`config.mk`:
```
export PLATFORM = sky130hd
export DESIGN_NAME = sp_reg_file_tagged
export DESIGN_NICKNAME = d
export VERILOG_FILES = /design/src/rtl/sp_reg_file_tagged.sv
export SDC_FILE = /design/constraint.sdc
export NUM_CORES = 1
export LEC_CHECK = 0
export CAP_MARGIN = 10
export CORE_ASPECT_RATIO = 1.25
export CORE_MARGIN = 8
export CORE_UTILIZATION = 56
export DETAILED_ROUTE_END_ITERATION = 10
export PLACE_DENSITY = 0.95
export SLEW_MARGIN = 20
export SYNTH_ARGS = -nofsm -noshare
export SYNTH_HDL_FRONTEND = slang
export SYNTH_SLANG_ARGS = --single-unit
```
`constraint.sdc`:
```
create_clock -name clk -period 8.8 [get_ports clk]
set_clock_uncertainty 0.05 [all_clocks]
set_input_delay 1.32 -clock clk [delete_from_list [all_inputs] [get_ports clk]]
set_output_delay 1.32 -clock clk [all_outputs]
set_load 0.02 [all_outputs]
```
`src/rtl/sp_reg_file_tagged.sv`:
```
// Tagged special-purpose register file: each entry holds a value and a rename tag.
// Reads are combinational with result-broadcast bypass; illegal accesses are captured in a sticky record.
module sp_reg_file_tagged #(
  parameter int READ_PORTS  = 2,
  parameter int WRITE_PORTS = 2,
  parameter int RS_ID_WIDTH = 5,
  parameter int NUM_SPR     = 3,
  parameter logic [NUM_SPR-1:0][9:0] SPR_ADDRS = {10'd9, 10'd8, 10'd1}
) (
  input  logic                                    clk,
  input  logic                                    rst,
  input  logic [READ_PORTS-1:0][9:0]              read_addr,
  output logic [READ_PORTS-1:0]                   read_value_valid,
  output logic [READ_PORTS-1:0][31:0]             read_value,
  output logic [READ_PORTS-1:0][RS_ID_WIDTH-1:0]  read_rs_id,
  output logic [READ_PORTS-1:0]                   read_illegal,
  input  logic [WRITE_PORTS-1:0]                  write_enable,
  input  logic [WRITE_PORTS-1:0][9:0]             write_addr,
  input  logic [WRITE_PORTS-1:0][RS_ID_WIDTH-1:0] write_rs_id,
  input  logic [WRITE_PORTS-1:0][31:0]            write_value,
  input  logic                                    update_enable,
  input  logic [9:0]                              update_addr,
  input  logic [RS_ID_WIDTH-1:0]                  update_rs_id,
  input  logic                                    flush,
  output logic                                    err_valid,
  output logic [9:0]                              err_addr,
  output logic [1:0]                              err_src,
  input  logic                                    err_clear
);

  localparam logic [1:0] SRC_READ   = 2'd0;
  localparam logic [1:0] SRC_WRITE  = 2'd1;
  localparam logic [1:0] SRC_UPDATE = 2'd2;

  logic [NUM_SPR-1:0]                  valid_q, valid_d;
  logic [NUM_SPR-1:0][31:0]            value_q, value_d;
  logic [NUM_SPR-1:0][RS_ID_WIDTH-1:0] rs_id_q, rs_id_d;
  logic                                err_valid_q, err_valid_d;
  logic [9:0]                          err_addr_q, err_addr_d;
  logic [1:0]                          err_src_q, err_src_d;

  logic [READ_PORTS-1:0][NUM_SPR-1:0]  rd_sel;
  logic [WRITE_PORTS-1:0][NUM_SPR-1:0] wr_sel;
  logic [WRITE_PORTS-1:0][NUM_SPR-1:0] wr_match;
  logic [NUM_SPR-1:0]                  upd_sel;

  logic       new_err;
  logic [9:0] new_err_addr;
  logic [1:0] new_err_src;

  // One-hot decode; on duplicate addresses only the lowest index is selected.
  function automatic logic [NUM_SPR-1:0] decode(input logic [9:0] addr);
    logic [NUM_SPR-1:0] sel;
    sel = '0;
    for (int e = NUM_SPR - 1; e >= 0; e--) begin
      if (addr == SPR_ADDRS[e]) begin
        sel    = '0;
        sel[e] = 1'b1;
      end
    end
    return sel;
  endfunction

  always_comb begin
    rd_sel   = '0;
    wr_sel   = '0;
    wr_match = '0;
    upd_sel  = decode(update_addr);
    for (int r = 0; r < READ_PORTS; r++) begin
      rd_sel[r] = decode(read_addr[r]);
    end
    for (int w = 0; w < WRITE_PORTS; w++) begin
      wr_sel[w] = decode(write_addr[w]);
      for (int e = 0; e < NUM_SPR; e++) begin
        wr_match[w][e] = write_enable[w] && wr_sel[w][e] && !valid_q[e] &&
                         (write_rs_id[w] == rs_id_q[e]);
      end
    end
  end

  // Read ports: stored state, overridden by a matching broadcast when the entry is pending.
  always_comb begin
    read_value_valid = '0;
    read_value       = '0;
    read_rs_id       = '0;
    read_illegal     = '0;
    for (int r = 0; r < READ_PORTS; r++) begin
      read_illegal[r] = ~|rd_sel[r];
      for (int e = 0; e < NUM_SPR; e++) begin
        if (rd_sel[r][e]) begin
          read_value_valid[r] = valid_q[e];
          read_value[r]       = value_q[e];
          read_rs_id[r]       = rs_id_q[e];
          for (int w = WRITE_PORTS - 1; w >= 0; w--) begin
            if (wr_match[w][e]) begin
              read_value_valid[r] = 1'b1;
              read_value[r]       = write_value[w];
            end
          end
        end
      end
    end
  end

  // Entry update: writes commit first, a rename then clears valid but keeps the written value.
  always_comb begin
    valid_d = valid_q;
    value_d = value_q;
    rs_id_d = rs_id_q;
    for (int e = 0; e < NUM_SPR; e++) begin
      for (int w = WRITE_PORTS - 1; w >= 0; w--) begin
        if (wr_match[w][e]) begin
          valid_d[e] = 1'b1;
          value_d[e] = write_value[w];
        end
      end
      if (update_enable && upd_sel[e]) begin
        valid_d[e] = 1'b0;
        rs_id_d[e] = update_rs_id;
      end
    end
    if (flush) begin
      valid_d = '1;
      value_d = value_q;
      rs_id_d = rs_id_q;
    end
  end

  // Later assignments overwrite earlier ones, so the loops run from lowest to highest priority.
  always_comb begin
    new_err      = 1'b0;
    new_err_addr = '0;
    new_err_src  = SRC_READ;
    for (int r = READ_PORTS - 1; r >= 0; r--) begin
      if (~|rd_sel[r]) begin
        new_err      = 1'b1;
        new_err_addr = read_addr[r];
        new_err_src  = SRC_READ;
      end
    end
    for (int w = WRITE_PORTS - 1; w >= 0; w--) begin
      if (write_enable[w] && ~|wr_sel[w]) begin
        new_err      = 1'b1;
        new_err_addr = write_addr[w];
        new_err_src  = SRC_WRITE;
      end
    end
    if (update_enable && ~|upd_sel) begin
      new_err      = 1'b1;
      new_err_addr = update_addr;
      new_err_src  = SRC_UPDATE;
    end

    err_valid_d = err_valid_q;
    err_addr_d  = err_addr_q;
    err_src_d   = err_src_q;
    if (err_clear) begin
      err_valid_d = 1'b0;
    end
    if (new_err && (err_clear || !err_valid_q)) begin
      err_valid_d = 1'b1;
      err_addr_d  = new_err_addr;
      err_src_d   = new_err_src;
    end
  end

  always_ff @(posedge clk or negedge rst) begin
    if (!rst) begin
      valid_q     <= '1;
      value_q     <= '0;
      rs_id_q     <= '0;
      err_valid_q <= 1'b0;
      err_addr_q  <= '0;
      err_src_q   <= SRC_READ;
    end else begin
      valid_q     <= valid_d;
      value_q     <= value_d;
      rs_id_q     <= rs_id_d;
      err_valid_q <= err_valid_d;
      err_addr_q  <= err_addr_d;
      err_src_q   <= err_src_d;
    end
  end

  assign err_valid = err_valid_q;
  assign err_addr  = err_addr_q;
  assign err_src   = err_src_q;

endmodule

```
Word-level counts from Yosys, hierarchy flattened
Index checks and enable logic that the tools add are counted.

Register bits after elaboration: 127. Bits of input ports: 136. Output and inout bits: 91. Logic and storage cells: 140.

Equal/unequal tests: 21. Mux-type cells: 64. Bitwise gates (word level): 1. Reductions and logical operators: 44.

Operator list (count): $mux W32 (12); $eq A10 B4 Y1 const B (10); $eq A10 B1 Y1 const B (5); $mux W10 (5); $mux W3 (16); $eq A5 B5 Y1 (6); $mux W5 (6); $logic_and A1 B1 Y1 (25); $mux W1 (23); $reduce_or A3 Y1 (5); $logic_not A1 Y1 (9); $reduce_and A2 Y1 (3); $mux W2 (2); $reduce_bool A2 Y1 (1); $logic_or A1 B1 Y1 (1); $not A1 Y1 (1).

Depth between registers and ports, before layout
Gate-level depths: netlist of run 1.

Depth after elaboration: 12. Mapped depth: 9. Gate-level depth less buffers: 6.

Worst setup path after synthesis of run 1
OpenSTA, ideal clock, no wires.

Kind: input to output. From: input port write_addr[6] in the netlist's numbering. To: output port read_value[10] in the netlist's numbering. Data arrival time: 3.769 ns. Required time: 7.430 ns. Slack: 3.661 ns. Cell stages on the path: 8. Buffers on the path: 3. Path through: or4_4 or3_1 or4_1 buf_2 buf_6 buf_6 a311o_1 a31oi_1.

RTL lines: start: declaration (RTL line 18) `input logic [WRITE_PORTS-1:0][9:0] write_addr,`; end: declaration (RTL line 14) `output logic [READ_PORTS-1:0][31:0] read_value,`.

==> results of run 1 <==
## power by group through the flow
stage / combinational (W) / clock (W) / sequential, W
final: 0.000196 / 0.000691 / 0.000596
after global routing: 0.000207 / 0.000715 / 0.000597
after CTS: 0.000192 / 0.000691 / 0.000596
after detailed placement: 0.000191 / 0 / 0.000606
after global placement: 0.000189 / 0 / 0.000606
after floorplan: 0.0000545 / 0 / 0.000613
## layout make-up
| cell class | count | area share |
|---|---|---|
| repair buffers | 247 | 0.193 |
| multi-input cells | 984 | 0.488 |
| clock inverters | 11 | 0.00932 |
| flip-flops and latches | 127 | 0.252 |
| clock buffers | 20 | 0.0354 |
| well taps | 224 | 0.0222 |
| inverters | 3 | 0.000892 |
## state kept, by name, summed over array words and instances, names as in the netlist
register	flops
err_addr	10
rs_id_q	15
value_q	96
err_valid	1
err_src	2
valid_q	3
## layout by cell type (no fill, tap or decap), drive strengths merged, types with 10 or more instances in the layout
cell type / netlist / routed
a211o: 14 / 14
a21oi: 35 / 35
a22oi: 11 / 11
a311o: 57 / 57
a31o: 50 / 50
a31oi: 58 / 58
buf: 18 / 23
clkbuf: 101 / 20
clkdlybuf4s50: 0 / 224
dfrtp: 124 / 124
mux2: 58 / 58
mux2i: 13 / 13
nand2: 235 / 235
nand4: 33 / 33
nor2: 102 / 102
nor4: 33 / 33
o21ai: 109 / 109
o221ai: 26 / 26
o22ai: 14 / 14
o31ai: 11 / 11
or4: 10 / 10
xnor2: 19 / 19
xor2: 11 / 11
## synthesized netlist by cell type, types with 7 or more instances
library cell | n | share of area
a211o_1 | 14 | 0.013
a211oi_1 | 8 | 0.0061
a21oi_1 | 34 | 0.017
a22oi_1 | 11 | 0.0084
a2bb2oi_1 | 7 | 0.0063
a311o_1 | 57 | 0.058
a311oi_1 | 7 | 0.0063
a31o_2 | 50 | 0.045
a31oi_1 | 58 | 0.037
buf_1 | 7 | 0.0027
buf_2 | 8 | 0.0041
clkbuf_1 | 101 | 0.039
dfrtp_1 | 124 | 0.32
mux2_2 | 58 | 0.067
mux2i_1 | 13 | 0.013
nand2_1 | 235 | 0.090
nand4_1 | 33 | 0.021
nor2_1 | 102 | 0.039
nor4_1 | 33 | 0.021
o21ai_0 | 108 | 0.055
o221ai_1 | 26 | 0.023
o22ai_1 | 14 | 0.0089
o31ai_1 | 11 | 0.0084
or4_1 | 9 | 0.0069
xnor2_1 | 19 | 0.017
xor2_1 | 11 | 0.0098
## worst max-delay path: stages
cell	delay, ns
clkdlybuf4s50_1	0.48
nor4_1	0.63
and4_1	0.29
buf_4	0.34
and3_1	0.94
buf_4	0.37
nand2_1	0.10
a311o_1	0.35
a31oi_1	0.26
clkdlybuf4s50_1	0.66
## logic make-up after synthesis
logic type,share of synthesized area
compound gates,0.311
xor+xnor,0.0268
buf+inv,0.0501
flops,0.325
mux,0.0800
simple gates,0.207
## routing by layer
layer / wire [microns] / vias to the layer above / GRT usage
met5: 0 / - / 0
met4: 2800 / 0 / 0.267
met3: 4710 / 293 / 0.102
met2: 17200 / 1030 / 0.539
met1: 12800 / 5348 / 0.364
li1: - / 4976 / -
## stage by stage
| stage | hold slack (ns) | setup WS [ns] | utilization | area, sq um |
|---|---|---|---|---|
| 2_1_floorplan | 0.400 | 3.66 | - | 9790 |
| 3_3_place_gp | 0.411 | 1.85 | 0.695 | 12000 |
| 3_5_place_dp | 0.421 | 1.79 | 0.695 | 12000 |
| 4_1_cts | 0.433 | 1.79 | 0.728 | 12600 |
| 5_1_grt | 0.449 | 1.44 | 0.730 | 12600 |
| 6_report | 0.431 | 1.67 | 0.730 | 12600 |
## final timing paths
path | start | end | slack, ns
min in group asynchronous | rst | value_q[45] | 0.91
worst min-delay path | value_q[24] | value_q[24] | 0.43
worst max-delay path | write_addr[17] | read_value[6] | 1.67
worst min register to register | value_q[24] | value_q[24] | 0.43
max in group asynchronous | rst | value_q[81] | 6.28
worst max register to register | rs_id_q[8] | value_q[54] | 5.49
==> flow_summary.ini, run 1 <==
[run_status]
status = finished clean

[clocking]
ctsHoldBuffers = 0
ctsResizeCount = 0
clock_tree.buffer_depth = 2
root_buffer = clkbuf_16
cts.clk_slew.worst_paths_ns = 0.06
worst_skew_pair.late_latency_ns = 0.43
clkSinkCount = 127
postCtsSetupBuffers = 0
numCtsBuffers = 17
cts_tree = built
ctsHtreeMaxLevel = 4

[routing]
drtIter0Drc = 1660
avgRoutedWirePerCell_microns = 23.2
vias = 11600
viasPerCell = 7.21
wl_microns = 37500
drtAntennaViolNets = 0
remaining_drc_errors = 0
drt_pass1_iterations = 7

[global_routing]
grt_usage = 0.335
grt_pass1_wl_microns = 59400
grt_pass1_vias = 11900
grt_max_degree = 107
antenna_found_initial = 0
grt-ovfl-total = 0

[synthesis]
netlist_area_sq_mm = 0.00979
netlist_instances = 1233
synth-seq-cells = 127
synth_cell_type_count = 54
synth_nets = 1369
async_flop_share = 1.00
synth-seq-area-share = 0.325
ys_warn_count = 0
synthFlopType = dfrtp_1
avgSynthCellArea_sq_um = 7.94
synth_edf_count = 0

[timing]
hold_viol = 0
setup_viol = 0
tightest_slew_ns = 1.22
finalCriticalPeriod_ns = 7.13
finalSetupTns_ns = 0
rsz0062_at_grt = no
drv_slew = 0
finalCritPeriodShare = 0.810
maxSlewHeadroom = 0.181
timing.fmax_ghz = 0.140

[finish]
instances_no_fill = 1616
regArea_sq_mm = 0.00318
drive_gt1_frac = 0.124
multiInputGateArea_sq_mm = 0.00615
antenna_cells = 0
layout.nets = 1516
syn2layout_area_growth_pct = 28.9
n_fill_cell = 1316

[setup_path]
cp.required_ns = 7.43
worst-r2r-cell-count = 6
crit_arrival_ns = 5.76
setup.worst_path.end_class = output port
cp-start-kind = primary input
cp_max_fo = 29
path_class = in2out

[placement]
port_buffers = 226
dpl.hpwl_microns = 25500
dpl.cell_count = 1583
gp_congestion = 0.944

[power_and_ir_drop]
cellLeakagePower_nw = 4.53
clockPowerShare = 0.466
power_frac_comb = 0.132
peakVddDrop_mv = 0.123
power_w = 0.00148
netSwitchingFraction = 0.260
p_switching_w = 0.000385
p_int_w = 0.00110
p_per_area_mw_per_mm2 = 118
seq_power_share = 0.402

[die]
die_y_microns = 164
dieArea_sq_mm = 0.0220
start_util = 0.566
die_x_microns = 134
io_pins = 227
num_rows = 54
core_sq_mm = 0.0173

[run]
max_cap_violations = 0

[hold_path]
whs_path_depth = 2
hold_path.class = reg2reg
Note: power is estimated with default switching activity, not from simulation.
==> run 2, diff against run 1 <==
--- a/config.mk
+++ b/config.mk
@@ -8,9 +8,9 @@
 export CAP_MARGIN = 10
 export CORE_ASPECT_RATIO = 1.25
 export CORE_MARGIN = 8
-export CORE_UTILIZATION = 56
+export CORE_UTILIZATION = 47
 export DETAILED_ROUTE_END_ITERATION = 10
-export PLACE_DENSITY = 0.95
+export PLACE_DENSITY = 0.86
 export SLEW_MARGIN = 20
 export SYNTH_ARGS = -nofsm -noshare
 export SYNTH_HDL_FRONTEND = slang
==> constraint.sdc (replaced) <==
create_clock -name clk -period 5.9 [get_ports clk]
set_clock_uncertainty 0.05 [all_clocks]
set_input_delay 0.885 -clock clk [delete_from_list [all_inputs] [get_ports clk]]
set_output_delay 0.885 -clock clk [all_outputs]
set_load 0.02 [all_outputs]
==> run 2 against run 1 <==
Routed wire length is 3.8% higher. Non-clock buffer count is 22 higher. Sequential share of layout area is 0.43 points lower. Critical endpoint is now read_value[28]. Clock-buffer cell count stayed put. Hold slack worse by 0.0011 ns. Largest power group unchanged. Total power is 48% higher. Setup slack worse by 1.3 ns.
==> flow_summary.ini, run 2 (same netlist as run 1, synthesis figures left out) <==
[global_routing]
antenna_found_initial = 1
grt_pass1_vias = 11500
grt-ovfl-total = 0
grt_max_degree = 78
grt_pass1_wl_microns = 60600
grt_usage = 0.291

[routing]
remaining_drc_errors = 0
drtAntennaViolNets = 0
wl_microns = 38900
avgRoutedWirePerCell_microns = 23.0
drt_pass1_iterations = 6
drtIter0Drc = 1500
vias = 11600
viasPerCell = 6.85

[finish]
syn2layout_area_growth_pct = 31.1
layout.nets = 1538
instances_no_fill = 1690
regMostFlops = value_q
post-route-util = 0.621
most-common-layout-cells = nand2_1 (234), clkdlybuf4s50_1 (224), dfrtp_1 (124)
largest_reg_flops = 96
drive_gt1_frac = 0.138
final_common_cell = nand2_1

[timing]
setup_viol = 0
maxSlewHeadroom = 0.382
finalCriticalPeriod_ns = 5.55
tightest_slew_ns = 0.919
finalCritPeriodShare = 0.941
drv_slew = 0
timing.fmax_ghz = 0.180
setup_slack_ns = 0.347
finalSetupTns_ns = 0
hold_viol = 0
rsz0062_at_grt = no

[placement]
dpl.cell_count = 1657
port_buffers = 226
dpl.hpwl_microns = 26900
pre_cts_ws_ns = 0.497
gp_congestion = 0.910

[die]
io_pins = 227
dieArea_sq_mm = 0.0257
core_sq_mm = 0.0207
die_y_microns = 177
die_x_microns = 145
num_rows = 59
start_util = 0.474

[setup_path]
cp.required_ns = 4.97
path_class = in2out
cp-start-kind = primary input
setup.worst_path.end_class = output port
cpPeakStageDelay_ns = 0.63
crit_arrival_ns = 4.62
cpMaxStageDelayCell = clkdlybuf4s50_1
worstPathCellList = clkdlybuf4s50_1, or4_1, or3_1, buf_4, or3_1, buf_4, a31oi_1, nand2_1, a31oi_1, clkdlybuf4s50_1
cp_max_fo = 19
cp_top_family = buffers and inverters
worst-path-buf-inv = 4

[hold_path]
hold_path.class = reg2reg

[clocking]
numCtsBuffers = 17
ctsHoldBuffers = 0
root_buffer = clkbuf_16
cts_tree = built
worst_skew_pair.late_latency_ns = 0.43
postCtsSetupBuffers = 0
clock_tree.buffer_depth = 2
ctsResizeCount = 0
ctsHtreeMaxLevel = 4
cts.clk_slew.worst_paths_ns = 0.06
clkSinkCount = 127

[power_and_ir_drop]
p_per_area_mw_per_mm2 = 171
cellLeakagePower_nw = 4.62
peakVddDrop_mv = 0.195

[run_status]
status = finished clean

[run]
max_cap_violations = 0
[run 2: cell count changes in the layout (fill, tap and decap cells not counted), sizes merged]
cell | previous run | this run
buf | 23 | 45
bufinv | 2 | 1
inv | 2 | 3
clkinv | 8 | 9
diode | 0 | 1
[run 2: path summary, 6_finish.rpt]
| path | startpoint | depth (start not counted) | slack (ns) | endpoint |
|---|---|---|---|---|
| worst max-delay path | write_addr[2] | 10 | 0.35 | read_value[28] |
| worst min-delay path | value_q[43] | 2 | 0.43 | value_q[43] |
| worst max register to register | rs_id_q[12] | 7 | 3.09 | value_q[92] |
| worst min register to register | value_q[43] | 2 | 0.43 | value_q[43] |
| max in group asynchronous | rst | 2 | 4.13 | value_q[17] |
| min in group asynchronous | rst | 1 | 0.44 | err_addr[9] |
[run 2: worst min-delay path: stages, from the launching register on]
cell and delay, ns:
dfrtp_1 0.34, nand2_1 0.04, o21ai_0 0.06
[run 2: cell type report]
type,count,area (sq um)
fillers,1751,7830
repair buffers,269,2580
multi-input cells,984,6160
flip-flops and latches,127,3180
diodes,1,2.50
clock inverters,12,113
clock buffers,20,447
inverters,3,11.3
well taps,274,343
[run 2: layer usage]
metal	GRT usage	up-vias	share of wire	wire length [microns]
met4	0.190	0	0.053	2070
met5	0	-	0	0
met2	0.493	830	0.49	18900
li1	-	5031	-	-
met3	0.0610	211	0.093	3620
met1	0.330	5512	0.37	14300
[run 2: metrics by stage]
stage                     hold slack, ns  total power (W)  area [sq um]
after floorplan                    0.400         0.000996          9790
after global placement             0.409          0.00119         12300
after detailed placement           0.417          0.00119         12300
after CTS                          0.430          0.00220         12800
after global routing               0.456          0.00226         12800
final                              0.430          0.00220         12800
[run 2: power breakdown]
| group | total [W] | switching [W] | internal, W |
|---|---|---|---|
| sequential | 0.000888 | 0.00000662 | 0.000881 |
| combinational | 0.000294 | 0.000163 | 0.000131 |
| clock | 0.00102 | 0.000423 | 0.000592 |
